### config.mk
export PLATFORM = sky130hd
export DESIGN_NAME = imem_loader_flat
export DESIGN_NICKNAME = d
export VERILOG_FILES = /design/src/rtl/imem_loader_if.sv /design/src/rtl/imem_loader.sv /design/src/flat_wrapper.sv
export SDC_FILE = /design/constraint.sdc
export NUM_CORES = 2
export LEC_CHECK = 0
export BUFFER_PORTS_ARGS = -buffer_cell sky130_fd_sc_hd__buf_2
export CORE_MARGIN = 2
export CORE_UTILIZATION = 60
export CTS_BUF_LIST = sky130_fd_sc_hd__clkbuf_16
export DETAILED_ROUTE_END_ITERATION = 8
export PLACE_DENSITY = 0.72
export RECOVER_POWER = 50
export SYNTH_ARGS = -nofsm -noshare
export SYNTH_HDL_FRONTEND = slang
export SYNTH_SLANG_ARGS = --single-unit
### constraint.sdc
create_clock -name clk -period 84.6 [get_ports clk]
set_input_delay 16.92 -clock clk [delete_from_list [all_inputs] [get_ports clk]]
set_output_delay 16.92 -clock clk [all_outputs]
set_load 0.01 [all_outputs]
### src/rtl/imem_loader_if.sv
`default_nettype none
// ============================================================================
// imem_loader_if : load-stream handshake and fetch port of the instruction RAM
// Revision 1.0
// ============================================================================
interface imem_loader_if #(
    parameter int N = 32
);
    logic           load_start;
    logic [6:0]     load_len;
    logic           rx_valid;
    logic [7:0]     rx_data;
    logic           rx_ready;
    logic [5:0]     addr;
    logic [N-1:0]   q;
    logic           busy;
    logic           done;
    logic [6:0]     wr_count;

    modport master (
        output load_start, load_len, rx_valid, rx_data, addr,
        input  rx_ready, q, busy, done, wr_count
    );

    modport slave (
        input  load_start, load_len, rx_valid, rx_data, addr,
        output rx_ready, q, busy, done, wr_count
    );
endinterface
`default_nettype wire

### src/rtl/imem_loader.sv
`default_nettype none
// ============================================================================
// imem_loader : run-time writable instruction RAM filled from a LE byte stream
// Revision 1.0
// ============================================================================
module imem_loader #(
    parameter int N     = 32,
    parameter int DEPTH = 64
) (
    input  logic          clk,
    input  logic          reset,
    imem_loader_if.slave  bus
);
    localparam int             BPW         = N / 8;
    localparam int             BIW         = (BPW > 1) ? $clog2(BPW) : 1;
    localparam logic [BIW-1:0] C_LAST_BYTE = BIW'(BPW - 1);
    localparam logic [6:0]     C_DEPTH     = 7'(DEPTH);

    typedef enum logic [1:0] {
        ST_IDLE = 2'd0,
        ST_RECV = 2'd1,
        ST_DONE = 2'd2
    } state_e;

    state_e          state_q, state_d;
    logic [6:0]      len_q, len_d;
    logic [6:0]      word_idx_q, word_idx_d;
    logic [6:0]      wr_count_q, wr_count_d;
    logic [BIW-1:0]  byte_idx_q, byte_idx_d;
    logic [N-1:0]    asm_q, asm_d;
    logic            rx_ready_q, busy_q, done_q;
    logic [N-1:0]    mem_q [DEPTH];

    logic            accept;
    logic            wr_en;
    logic [N-1:0]    wr_data;
    logic [6:0]      len_clamped;

    always_comb begin
        len_clamped = (bus.load_len > C_DEPTH) ? C_DEPTH : bus.load_len;
        accept      = rx_ready_q && bus.rx_valid;
        wr_en       = accept && (byte_idx_q == C_LAST_BYTE);
        // The final byte bypasses the assembly register so the word lands on its own edge.
        wr_data                   = asm_q;
        wr_data[8*(BPW-1) +: 8]   = bus.rx_data;

        state_d    = state_q;
        len_d      = len_q;
        word_idx_d = word_idx_q;
        wr_count_d = wr_count_q;
        byte_idx_d = byte_idx_q;
        asm_d      = asm_q;

        case (state_q)
            ST_IDLE: begin
                if (bus.load_start) begin
                    wr_count_d = '0;
                    if (len_clamped == 7'd0) begin
                        state_d = ST_DONE;
                    end else begin
                        state_d    = ST_RECV;
                        len_d      = len_clamped;
                        word_idx_d = '0;
                        byte_idx_d = '0;
                        asm_d      = '0;
                    end
                end
            end
            ST_RECV: begin
                if (wr_en) begin
                    word_idx_d = word_idx_q + 7'd1;
                    wr_count_d = wr_count_q + 7'd1;
                    byte_idx_d = '0;
                    if (word_idx_q == len_q - 7'd1) begin
                        state_d = ST_DONE;
                    end
                end else if (accept) begin
                    byte_idx_d = byte_idx_q + BIW'(1);
                    for (int k = 0; k < BPW; k++) begin
                        if (byte_idx_q == BIW'(k)) begin
                            asm_d[8*k +: 8] = bus.rx_data;
                        end
                    end
                end
            end
            ST_DONE: state_d = ST_IDLE;
            default: state_d = ST_IDLE;
        endcase
    end

    always_ff @(posedge clk or posedge reset) begin
        if (reset) begin
            state_q    <= ST_IDLE;
            len_q      <= '0;
            word_idx_q <= '0;
            wr_count_q <= '0;
            byte_idx_q <= '0;
            asm_q      <= '0;
            rx_ready_q <= 1'b0;
            busy_q     <= 1'b0;
            done_q     <= 1'b0;
        end else begin
            state_q    <= state_d;
            len_q      <= len_d;
            word_idx_q <= word_idx_d;
            wr_count_q <= wr_count_d;
            byte_idx_q <= byte_idx_d;
            asm_q      <= asm_d;
            rx_ready_q <= (state_d == ST_RECV);
            busy_q     <= (state_d == ST_RECV);
            done_q     <= (state_d == ST_DONE);
        end
    end

    always_ff @(posedge clk or posedge reset) begin
        if (reset) begin
            for (int i = 0; i < DEPTH; i++) begin
                mem_q[i] <= '0;
            end
        end else if (wr_en) begin
            mem_q[word_idx_q[5:0]] <= wr_data;
        end
    end

    assign bus.rx_ready = rx_ready_q;
    assign bus.busy     = busy_q;
    assign bus.done     = done_q;
    assign bus.wr_count = wr_count_q;
    assign bus.q        = mem_q[bus.addr];
endmodule
`default_nettype wire
### src/flat_wrapper.sv
// flat-port wrapper written by rule: the top's interface ports become plain ports
module imem_loader_flat 
#(
    parameter int N     = 32,
    parameter int DEPTH = 64
)
  (clk, reset, bus_load_start, bus_load_len, bus_rx_valid, bus_rx_data, bus_addr, bus_rx_ready, bus_q, bus_busy, bus_done, bus_wr_count);
  imem_loader_if #(.N(N)) bus_i ();
  input  logic clk;
  input  logic reset;
  input wire logic [$bits(bus_i.load_start)-1:0] bus_load_start;
  input wire logic [$bits(bus_i.load_len)-1:0] bus_load_len;
  input wire logic [$bits(bus_i.rx_valid)-1:0] bus_rx_valid;
  input wire logic [$bits(bus_i.rx_data)-1:0] bus_rx_data;
  input wire logic [$bits(bus_i.addr)-1:0] bus_addr;
  output wire logic [$bits(bus_i.rx_ready)-1:0] bus_rx_ready;
  output wire logic [$bits(bus_i.q)-1:0] bus_q;
  output wire logic [$bits(bus_i.busy)-1:0] bus_busy;
  output wire logic [$bits(bus_i.done)-1:0] bus_done;
  output wire logic [$bits(bus_i.wr_count)-1:0] bus_wr_count;
  assign bus_i.load_start = bus_load_start;
  assign bus_i.load_len = bus_load_len;
  assign bus_i.rx_valid = bus_rx_valid;
  assign bus_i.rx_data = bus_rx_data;
  assign bus_i.addr = bus_addr;
  assign bus_rx_ready = bus_i.rx_ready;
  assign bus_q = bus_i.q;
  assign bus_busy = bus_i.busy;
  assign bus_done = bus_i.done;
  assign bus_wr_count = bus_i.wr_count;
  imem_loader #(.N(N), .DEPTH(DEPTH)) u_core (.clk(clk), .reset(reset), .bus(bus_i));
endmodule
==> results.md <==
- Clk_skew: 0.0305 ns
- Initial antenna violation count: 10
- Vias: 54911
- CP Capture Type: output pin
- Post-synth top cells: dfrtp_1, mux2_2, mux4_2, clkbuf_1, buf_2
- # nets final: 5891
- Worst-skew pair later-pin latency: 0.86 ns
- Critical Path AT: 21.83 ns
- Boundary Pins: 67
- Post-cts repair resize count: 0
- Die footprint: 161000 um2
- Final ANT Viol Nets: 0
- Vias in the first global route: 56863
- Total CTS buffers: 210
- Residual DRC: 0
- Final setup viols: 0
- Synth Flop Type: dfrtp_1
- Root Buffer: clkbuf_16
- Post-synth top area cell: dfrtp_1
- Top area cells in the synthesized netlist: dfrtp_1, mux2_2, mux4_2
- Routability cong.: 0.794
- Hold Slack: 0.499 ns
- Global-route wire length before repair: 389 mm
- RSZ-0062 raised after global routing: no
- Largest net degree at the start of global routing: 190
- Crit-path max FO: 93
- Setup CP Type: in -> out
- CP max stage delay: 0.91 ns
- Aggregate global routing overflow: 0
- Drt initial violations: 5018
- Netlist cell types: 60
- FF+latch count, synth: 2099
- Post-Synthesis Cells: 6048
- Clock tree buffer depth: 3
- Layout cell share with drive strength beyond 1: 0.514
- Pre-Repair DR Iteration Count: 7
- Failing checks: max-capacitance violations, max-slew violations
- Crit share post-route: 0.458
- P_leak: 49.4 nW
- Req. time, crit path: 67.68 ns
- Run status: complete, but fails checks
- All-Layer GR Usage: 0.328
- Die Y: 402 um
- Initial Utilization: 0.606
- Worst R2R Setup Slack: 79.00 ns
- Syn_nets: 6080
- Reg2reg path depth: 7
- Register area share after synthesis: 0.554
- Post-synth ARST share: 1.00
- Worst path cell trace: buf_8, buf_12, buf_4, buf_4, mux4_2, a22oi_1, a21oi_1, or4_1, buf_2
- HP Class: reg -> reg
- Final WL: 260 mm
- Slew HR: -4.54
- Avg Cell Area, Syn: 15.7 um2
- HPWL Detailed: 142 mm
- Syn-to-layout area delta: 8.37%
- Place WS: 45.64 ns
- Area of the core: 157000 um2
- Hold Path Depth: 1
- Total negative slack: 0 ns
- Top-area cell type share of the netlist area: 0.554
- H-tree depth reported by CTS: 4
- WL per Instance: 32.2 um
- TritonCTS clock tree: done
- CP max-delay cell: buf_4
- DIE WIDTH: 402 um
- Max Fclk: 25.8 MHz
- P per Cell Area: 22.7 nW/um2
- Final worst slack: 45.85 ns
- EDFF count, synth: 0
- Hold_buf cts: 0
- Most frequent CP cell: buf_4
- Worst-path clk slew: 0.06 ns
- Worst slew pin tran: 8.31 ns
- Synthesized cell area: 94900 um2
- I/O Buffers: 66
- Fin crit period: 38.75 ns
- Yosys Warn Count: 0
- # Post-CTS Setup Buffers: 0
- Most frequent cell after synthesis: dfrtp_1
- Setup crit start kind: input port
- Clock sinks: 2099
- Total of max-cap violations: 54
- Max Slew Vio Count: 2175
- Vias per cell: 6.79
- Row count: 145
- Final hold violations: 0
- Peak VDD IR: 0.0238 mV
-- layer usage --
metal	global-route usage	vias up	part of all wire	wire length, um
met4	0.108	4	0.032	8310
li1	-	22121	-	-
met5	0	-	0.000081	21
met3	0.0569	434	0.070	18200
met1	0.474	30434	0.43	111000
met2	0.511	1918	0.47	123000
-- cells in the final DEF, fill, tap and decap left out, drive strengths merged, types with 5 or more instances in the layout --
cell / netlist / routed
nand2b: 11 / 11
o21ai: 10 / 10
a21oi: 71 / 71
buf: 298 / 152
nand3b: 10 / 10
nand4: 7 / 7
a31oi: 12 / 12
a22oi: 89 / 89
nand2: 71 / 71
or4: 12 / 12
nor2: 94 / 94
bufinv: 0 / 10
and2: 18 / 18
o211a: 8 / 8
xnor2: 7 / 7
mux2: 2078 / 2078
o22ai: 60 / 60
and3: 13 / 13
ha: 7 / 7
nor2b: 15 / 15
nor3: 6 / 6
a211oi: 13 / 13
clkinv: 2 / 90
mux4: 509 / 509
nand3: 56 / 56
inv: 7 / 80
dfrtp: 2099 / 2099
mux2i: 32 / 32
xor2: 10 / 10
clkbuf: 320 / 276
o221a: 6 / 6
o221ai: 42 / 42
or2: 5 / 5
-- report_power, final --
group	switching [mW]	internal [mW]
Clock	0.398	0.482
Sequential	0.140	1.07
Combinational	0.124	0.114
-- cell families after synthesis --
family	after synthesis	synth area share
and+or+nand+nor	338	0.0178
muxes	2619	0.371
adders and majority gates	7	0.000923
xor gates and xnor gates	17	0.00157
buffers and inverters	627	0.0300
DFF	2099	0.554
AOI/OAI and AO/OA	341	0.0252
-- path summary, 6_finish.rpt --
check,startpoint,endpoint
min,u_core.mem_q[1914],u_core.mem_q[1914]
max reg2reg,u_core.byte_idx_q[1],u_core.mem_q[1570]
min reg2reg,u_core.mem_q[1914],u_core.mem_q[1914]
min in group asynchronous,reset,u_core.mem_q[437]
max in group asynchronous,reset,u_core.asm_q[14]
max,bus_addr[0],bus_q[24]
-- flip-flops by register name, indices dropped and copies added, names as in the netlist, 2 cells and up --
signal	count
u_core.state_q	2
u_core.len_q	7
u_core.asm_q	24
u_core.byte_idx_q	2
u_core.word_idx_q	7
u_core.mem_q	2048
u_core.bus.wr_count	7
-- layout make-up --
cell class / count / area (um2)
Fill cell: 11197 / 53800
Inverter: 9 / 35.0
Clock buffer: 211 / 5280
Timing Repair Buffer: 217 / 1350
Clock inverter: 172 / 1140
Tap cell: 2058 / 2570
Multi-Input combinational cell: 3322 / 39900
Sequential cell: 2099 / 52600
Antenna cell: 4 / 10.0
-- metrics by stage --
stage	area (um2)	util	power [mW]	cells
3_5_place_dp	96700	0.617	1.46	7705
4_1_cts	103000	0.658	2.34	8088
3_3_place_gp	96700	0.617	1.45	7705
6_report	103000	0.657	2.33	8092
5_1_grt	103000	0.657	2.42	8090
2_1_floorplan	94900	-	1.37	6048
-- critical path: cells and delay by family --
family / cells / cell delay (ns)
simple gates: 1 / 0.74
buf+inv: 5 / 3.08
compound gates: 2 / 0.33
mux: 1 / 0.61
Note: power is estimated with default switching activity, not from simulation.
